<file path="src/rtl/pipe_stage_buf_if.sv">
// pipe_stage_buf_if: valid/ready stage bundle carrying PC, payload, branch-delay flag and exception code.
interface pipe_stage_buf_if #(
  parameter int PC_W = 32,
  parameter int DATA_W = 32,
  parameter int EXC_W = 5
);
  logic valid;
  logic ready;
  logic [PC_W-1:0] pc;
  logic [DATA_W-1:0] data;
  logic bd;
  logic [EXC_W-1:0] exc;
  modport master(output valid, pc, data, bd, exc, input ready);
  modport slave(input valid, pc, data, bd, exc, output ready);
endinterface

</file>
<file path="src/rtl/pipe_stage_buf.sv">
// pipe_stage_buf: elastic pipeline stage with 2-entry skid buffer and flush; define PIPE_STAGE_STALL_CNT_EN to build the stall counter.
module pipe_stage_buf #(
  parameter int DATA_W = 32,
  parameter int PC_W = 32,
  parameter int EXC_W = 5,
  parameter logic [PC_W-1:0] RESET_PC = 'h0000_3000,
  parameter logic [PC_W-1:0] HANDLER_PC = 'h0000_4180
) (
  input  logic        clk,
  input  logic        reset,
  input  logic        flush,
  pipe_stage_buf_if.slave  up,
  pipe_stage_buf_if.master dn,
  output logic [31:0] stall_cnt
);
  localparam int E_W = PC_W + DATA_W + 1 + EXC_W;
  localparam logic [E_W-1:0] RESET_E = {RESET_PC, {(E_W-PC_W){1'b0}}};
  localparam logic [E_W-1:0] HANDLER_E = {HANDLER_PC, {(E_W-PC_W){1'b0}}};
  logic [1:0] cnt_q, cnt_d;
  logic [E_W-1:0] main_q, main_d, skid_q, skid_d, in_e;
  logic acc, deq;
  assign in_e = {up.pc, up.data, up.bd, up.exc};
  // ready/valid decode only registered occupancy, never the opposite handshake
  assign up.ready = cnt_q != 2'd2;
  assign dn.valid = cnt_q != 2'd0;
  assign {dn.pc, dn.data, dn.bd, dn.exc} = main_q;
  assign acc = up.valid & up.ready;
  assign deq = dn.valid & dn.ready;
  always_comb begin
    cnt_d = flush ? 2'd0 : cnt_q + {1'b0, acc} - {1'b0, deq};
    main_d = flush ? HANDLER_E
           : (acc && (cnt_q == 2'd0 || deq)) ? in_e
           : (deq && cnt_q == 2'd2) ? skid_q : main_q;
    skid_d = flush ? '0 : (acc && !deq && cnt_q == 2'd1) ? in_e : skid_q;
  end
  always_ff @(posedge clk) begin
    if (!reset) begin
      cnt_q <= 2'd0;
      main_q <= RESET_E;
      skid_q <= '0;
    end else begin
      cnt_q <= cnt_d;
      main_q <= main_d;
      skid_q <= skid_d;
    end
  end
`ifdef PIPE_STAGE_STALL_CNT_EN
  logic [31:0] stall_q, stall_d;
  always_comb stall_d = (dn.valid && !dn.ready && stall_q != '1) ? stall_q + 32'd1 : stall_q;
  always_ff @(posedge clk) begin
    if (!reset) stall_q <= '0;
    else stall_q <= stall_d;
  end
  assign stall_cnt = stall_q;
`else
  assign stall_cnt = 32'h0;
`endif
endmodule

</file>
<file path="src/flat_wrapper.sv">
// flat-port wrapper written by rule: the top's interface ports become plain ports
module pipe_stage_buf_flat 
#(
  parameter int DATA_W = 32,
  parameter int PC_W = 32,
  parameter int EXC_W = 5,
  parameter logic [PC_W-1:0] RESET_PC = 'h0000_3000,
  parameter logic [PC_W-1:0] HANDLER_PC = 'h0000_4180
)
  (clk, reset, flush, stall_cnt, up_valid, up_pc, up_data, up_bd, up_exc, up_ready, dn_valid, dn_pc, dn_data, dn_bd, dn_exc, dn_ready);
  pipe_stage_buf_if #(.PC_W(PC_W), .DATA_W(DATA_W), .EXC_W(EXC_W)) up_i ();
  pipe_stage_buf_if #(.PC_W(PC_W), .DATA_W(DATA_W), .EXC_W(EXC_W)) dn_i ();
  input  logic clk;
  input  logic reset;
  input  logic flush;
  output logic [31:0] stall_cnt;
  input wire logic [$bits(up_i.valid)-1:0] up_valid;
  input wire logic [$bits(up_i.pc)-1:0] up_pc;
  input wire logic [$bits(up_i.data)-1:0] up_data;
  input wire logic [$bits(up_i.bd)-1:0] up_bd;
  input wire logic [$bits(up_i.exc)-1:0] up_exc;
  output wire logic [$bits(up_i.ready)-1:0] up_ready;
  output wire logic [$bits(dn_i.valid)-1:0] dn_valid;
  output wire logic [$bits(dn_i.pc)-1:0] dn_pc;
  output wire logic [$bits(dn_i.data)-1:0] dn_data;
  output wire logic [$bits(dn_i.bd)-1:0] dn_bd;
  output wire logic [$bits(dn_i.exc)-1:0] dn_exc;
  input wire logic [$bits(dn_i.ready)-1:0] dn_ready;
  assign up_i.valid = up_valid;
  assign up_i.pc = up_pc;
  assign up_i.data = up_data;
  assign up_i.bd = up_bd;
  assign up_i.exc = up_exc;
  assign up_ready = up_i.ready;
  assign dn_valid = dn_i.valid;
  assign dn_pc = dn_i.pc;
  assign dn_data = dn_i.data;
  assign dn_bd = dn_i.bd;
  assign dn_exc = dn_i.exc;
  assign dn_i.ready = dn_ready;
  pipe_stage_buf #(.DATA_W(DATA_W), .PC_W(PC_W), .EXC_W(EXC_W), .RESET_PC(RESET_PC), .HANDLER_PC(HANDLER_PC)) u_core (.clk(clk), .reset(reset), .flush(flush), .up(up_i), .dn(dn_i), .stall_cnt(stall_cnt));
endmodule
</file>
<file path="config.mk">
export PLATFORM = sky130hd
export DESIGN_NAME = pipe_stage_buf_flat
export DESIGN_NICKNAME = d
export VERILOG_FILES = /design/src/rtl/pipe_stage_buf_if.sv /design/src/rtl/pipe_stage_buf.sv /design/src/flat_wrapper.sv
export SDC_FILE = /design/constraint.sdc
export NUM_CORES = 1
export LEC_CHECK = 0
export CORE_MARGIN = 3
export CORE_UTILIZATION = 45
export CTS_CLUSTER_DIAMETER = 60
export DETAILED_ROUTE_END_ITERATION = 7
export GPL_TIMING_DRIVEN = 0
export PLACE_DENSITY_LB_ADDON = 0.15
export RECOVER_POWER = 25
export SLEW_MARGIN = 25
export SYNTH_ARGS = -nofsm -noshare
export SYNTH_HDL_FRONTEND = slang
export SYNTH_SLANG_ARGS = --single-unit
</file>
<file path="constraint.sdc">
create_clock -name clk -period 2.05 [get_ports clk]
set_clock_uncertainty 0.1 [all_clocks]
set_input_delay 0.41 -clock clk [delete_from_list [all_inputs] [get_ports clk]]
set_output_delay 0.41 -clock clk [all_outputs]
set_load 0.02 [all_outputs]
</file>
# == After elaboration in Yosys (flattened, before gate mapping) ==
# Index checks and enable logic that the tools add are counted.
# op_classes
add_sub_neg,2
eq_ne,3
n_mux,3
bitwise,3
n_reduce_logical,11
# ops
operator,count
$mux W70,2
$mux W53,1
$logic_and A1 B1 Y1,4
$reduce_bool A2 Y1,2
$reduce_bool A3 Y1,1
$add A2 B1 Y2,1
$and A1 B1 Y1,2
$eq A2 B1 Y1 const B,1
$eq A2 B2 Y1 const B,1
$logic_not A2 Y1,1
$ne A2 B2 Y1 const B,1
$reduce_or A2 Y1,1
$sub A2 B1 Y2,1
$logic_not A1 Y1,1
$logic_or A1 B1 Y1,1
$not A1 Y1,1
# word_totals
register_bits,142
out_inout_bits,104
word_cells,26

# == Depth between registers and ports, before layout ==
# Gate-level depths: netlist (run 1).
# logic_depth
word_depth,6
ltp_mapped,8
ltp_nobuf,5

# == Worst setup path before layout (run 1) ==
# Ideal clock, no wire load.
# synth_path
path_kind,input to register
startpoint,input dn_ready
endpoint,register u_core.skid_q[46]
setup_time_ns,0.133
arrival_time_ns,1.335
required_ns,1.817
slack_ns,0.483
cell_stages,6
path_cell_list,nand2b_4 -> or3b_1 -> buf_4 -> buf_6 -> nand2_1 -> a21oi_1
# synth_between
elab_chain_len,4
# synth_rtl
element,line,source
from (decl),flat_wrapper.sv:28,input wire logic [$bits(dn_i.ready)-1:0] dn_ready;
$and A1 B1 Y1,pipe_stage_buf.sv:28,assign deq = dn.valid & dn.ready;
$logic_not A1 Y1,pipe_stage_buf.sv:34,skid_d = flush ? '0 : (acc && !deq && cnt_q == 2'd1) ? in_e : skid_q;
$logic_and A1 B1 Y1 (2 in series),pipe_stage_buf.sv:34,
to (signal assigned),pipe_stage_buf.sv:44,skid_q <= skid_d;
to (decl),pipe_stage_buf.sv:20,"logic [E_W-1:0] main_q, main_d, skid_q, skid_d, in_e;"
# No other way between the ends.
# A chain may end at the register's enable or synchronous reset.

# == Final worst setup path (run 1) ==
# layout_path
startpoint,input dn_ready
endpoint,register u_core.main_q[12]
# layout_between
elab_chain_len,4
# layout_rtl
element,line,source
$and A1 B1 Y1 (*),pipe_stage_buf.sv:28,
$logic_or A1 B1 Y1,pipe_stage_buf.sv:32,: (acc && (cnt_q == 2'd0 || deq)) ? in_e
$logic_and A1 B1 Y1,pipe_stage_buf.sv:32,
$mux W70 / $reduce_bool A2 Y1 (equally long branches),-,
to (signal assigned),pipe_stage_buf.sv:43,main_q <= main_d;
to (decl),pipe_stage_buf.sv:20,
# Every way passes the cells marked *; elsewhere a longest branch is shown, timed or not.

==> flow_summary.yaml, run 1 <==
floorplan:
  floorplan.die.height_um: 122.0
  placementRows: 41
  die_x_um: 122.0
  floorplan.initialDensity: 0.4701
  placeableCoreArea_um2: 12880
  fp.dieArea_um2: 14880
  ioPinCount: 179
finish:
  layout.cells.most_common: "sky130_fd_sc_hd__clkdlybuf4s50_1"
  layout_cells_sized_above_1: 0.1260
  num_antenna_cells: 0
  area_growth_syn_to_layout_pct: 40.43
  layout_common_cells: "sky130_fd_sc_hd__clkdlybuf4s50_1 (144), sky130_fd_sc_hd__nand2_1 (142), sky130_fd_sc_hd__dfxtp_1 (142)"
  final_net_count: 936
  layout.core_utilization: 0.6602
clock_network:
  clock_root_cell: "sky130_fd_sc_hd__clkbuf_16"
  ctsLongestPathBuffers: 2
  clock_tree.htree_level_count: 4
  post-cts-setup-buffer-count: 0
  cts.clk_slew.worst_paths_ns: 0.06
  skew_pair_late_insertion_delay_ns: 0.42
  clock-sinks: 142
  cts_made_buffers: 17
  cts_tree: "yes"
  ctsHoldBuffers: 0
route:
  drt_iter0_markers: 449
  drtPass1Iterations: 4
  detail_route.wirelength_mm: 16.48
  via_density_per_instance: 5.071
  wl_per_cell_um: 15.77
  route.vias.total: 5299
  remaining_drc_errors: 0
  drtAntennaViolNets: 0
pwr:
  leakage_nw: 3.593
  vdd_ir_drop_max_v: 0.0006231
  power_mw: 7.228
  power_density_nw_per_um2: 850.3
status:
  outcome: "completed"
logic_synthesis:
  yosys.area.top_type_share: 0.4696
  flip_flop_and_latch_count_after_synthesis: 142
  cell_variety_after_synth: 31
  synth.largest_area_cell: "sky130_fd_sc_hd__dfxtp_1"
  synth_area_um2: 6053
  synthesis.instances: 664
  number_of_warning_messages_in_the_yosys_log: 0
  syn-mean-instance-area_um2: 9.116
  synth_seq_area_share: 0.4696
  synth.area.top_cells: "sky130_fd_sc_hd__dfxtp_1 (47%), sky130_fd_sc_hd__mux2i_1 (11%), sky130_fd_sc_hd__nand2_1 (8.8%)"
min_path:
  hp-start: "u_core.skid_q[5]"
  hold_path_class: "flip-flop to flip-flop"
place:
  hpwl_mm: 11.57
  place_congestion: 0.8324
  buffer_ports.inserted: 146
  dp_worst_setup_slack_ns: -0.3161
worst_setup_path:
  timing.critical_path.from: "dn_ready"
  critical_path.max_stage_delay_ns: 0.56
  worst_path_max_fanout: 10
  worst_path_max_delay_cell: "sky130_fd_sc_hd__clkdlybuf4s50_1"
  crit_arrival_ns: 2.19
  critical_path.cell_chain: "clkdlybuf4s50_1, nand2b_4, nand3_2, buf_6, clkbuf_2, a211oi_1"
  startpoint_type_of_the_worst_setup_path: "input port"
  critical-path-top-delay-family: "buffers and inverters"
  worst_r2r_startpoint: "u_core.cnt_q[0]"
  timing_worst_setup_path_type: "input port to flip-flop"
  worst_ep_required_time_ns: 2.27
  critPathCaptureType: "flip-flop"
  worst_path_buf_inv: 3
grt:
  grt.overflow.total: 0
  grt_start_max_net_pins: 17
  grt_use_met3: 0.05339
  vias_in_the_first_global_route: 5361
  track_usage: 0.2231
  first_pass_grt_wire_length_mm: 26.25
  grt_antenna_before_repair: 0
  grt.met2_usage: 0.3636
  globalRouteMet1Util: 0.2842
  most_utilized_layer_in_the_global_route_result: "met2"
timing:
  report.final.hold_viol_count: 0
  worst_pin_slew_ns: 0.6176
  maxSlewHeadroom: 0.5879
  grt_setup_unrepaired: "false"
  max_freq_mhz: 507.9
  whs_ns: 0.3526
  final.min_clock_period_ns: 1.969
  finalSetupViolations: 0
  finalMaxSlewViolations: 0
  layout_worst_path_cycle_share: 0.9603
  final_critical_path_setup_slack_ns: 0.08129
job:
  max_cap_viol_count: 0
registers in the layout, summed over array words and instances (netlist names):
register       cells
u_core.cnt_q       2
u_core.skid_q     70
u_core.main_q     70
kinds of logic after synthesis:
family | synth area share
compound gates | 0.1536
xor+xnor | 0.001447
fa+ha+maj | 0.002067
buf+inv | 0.1062
flops | 0.4696
mux | 0.1164
other cells | 0.0006195
simple gates | 0.1501
metal layers:
layer / vias to the layer above / routed length (um)
li1: 2597 / -
met1: 2490 / 7012
met2: 178 / 8075
met3: 34 / 996
met4: 0 / 391
met5: - / 0
synthesized netlist by cell type:
master,count
sky130_fd_sc_hd__a211oi_2,5
sky130_fd_sc_hd__or2_2,2
sky130_fd_sc_hd__buf_6,15
sky130_fd_sc_hd__nand3b_4,1
sky130_fd_sc_hd__a21oi_1,70
sky130_fd_sc_hd__and2_1,1
sky130_fd_sc_hd__ha_1,1
sky130_fd_sc_hd__a211oi_1,60
sky130_fd_sc_hd__mux2_2,3
sky130_fd_sc_hd__o21bai_1,1
sky130_fd_sc_hd__clkbuf_1,20
sky130_fd_sc_hd__buf_12,2
sky130_fd_sc_hd__nand3_4,1
sky130_fd_sc_hd__conb_1,1
sky130_fd_sc_hd__o221a_1,3
sky130_fd_sc_hd__o221ai_1,2
sky130_fd_sc_hd__or3b_1,1
sky130_fd_sc_hd__buf_2,8
sky130_fd_sc_hd__buf_4,35
sky130_fd_sc_hd__dfxtp_1,142
sky130_fd_sc_hd__buf_8,2
sky130_fd_sc_hd__nand2b_4,2
sky130_fd_sc_hd__a21boi_0,1
sky130_fd_sc_hd__xor2_1,1
sky130_fd_sc_hd__mux2i_1,67
sky130_fd_sc_hd__clkbuf_4,2
sky130_fd_sc_hd__nand2b_1,2
sky130_fd_sc_hd__nand2_1,142
sky130_fd_sc_hd__inv_1,3
sky130_fd_sc_hd__nor2_1,67
sky130_fd_sc_hd__nor3b_4,1
power breakdown:
group          internal (mW)  leakage [nW]  switching, mW
registers               2.84          1.15         0.0445
logic                  0.391          2.11          0.434
clock network           2.37         0.329           1.15
what timing repair did:
item | CTS | global route
setup endpoints to repair | 2 | 17
gates cloned | 0 | 0
gates resized for setup | 2 | 6
stage by stage:
stage          TNS [ns]  cell area (um^2)  instances
6_report              0              8501       1045
5_1_grt               0              8501       1045
4_1_cts               0              8524       1045
3_5_place_dp     -35.56              7846       1013
3_3_place_gp     -34.84              7846       1013
2_1_floorplan         0              6170        695
final cells by class:
| cell class | instances | area [um^2] |
|---|---|---|
| Clock inverter | 11 | 210.2 |
| Buffer | 84 | 634.4 |
| Timing Repair Buffer | 146 | 1455 |
| Clock buffer | 21 | 470.5 |
| Sequential cell | 142 | 2843 |
| Inverter | 3 | 11.26 |
| Fill cell | 1030 | 4375 |
| Multi-Input combinational cell | 466 | 2661 |
| Tap cell | 172 | 215.2 |
final timing paths:
kind	endpoint	slack [ns]	depth (start not counted)
worst max-delay path	u_core.main_q[12]	0.08	6
worst min-delay path	u_core.skid_q[5]	0.35	2
worst max register to register	u_core.main_q[12]	0.21	5
worst min register to register	u_core.skid_q[5]	0.35	2
tightest hold or removal path: stages (launching register included):
cell and delay, ns:
sky130_fd_sc_hd__dfxtp_1 0.30, sky130_fd_sc_hd__nand2_1 0.05, sky130_fd_sc_hd__a21oi_1 0.05
Note: power is estimated with default switching activity, not from simulation.
==> run 2: changes to the inputs <==
--- a/config.mk
+++ b/config.mk
@@ -16,3 +16,4 @@
 export SYNTH_ARGS = -nofsm -noshare
 export SYNTH_HDL_FRONTEND = slang
 export SYNTH_SLANG_ARGS = --single-unit
+export TNS_END_PERCENT = 30
==> results of run 2 <==
Same layout as run 1: the final DEF is identical, and so are final timing and power.
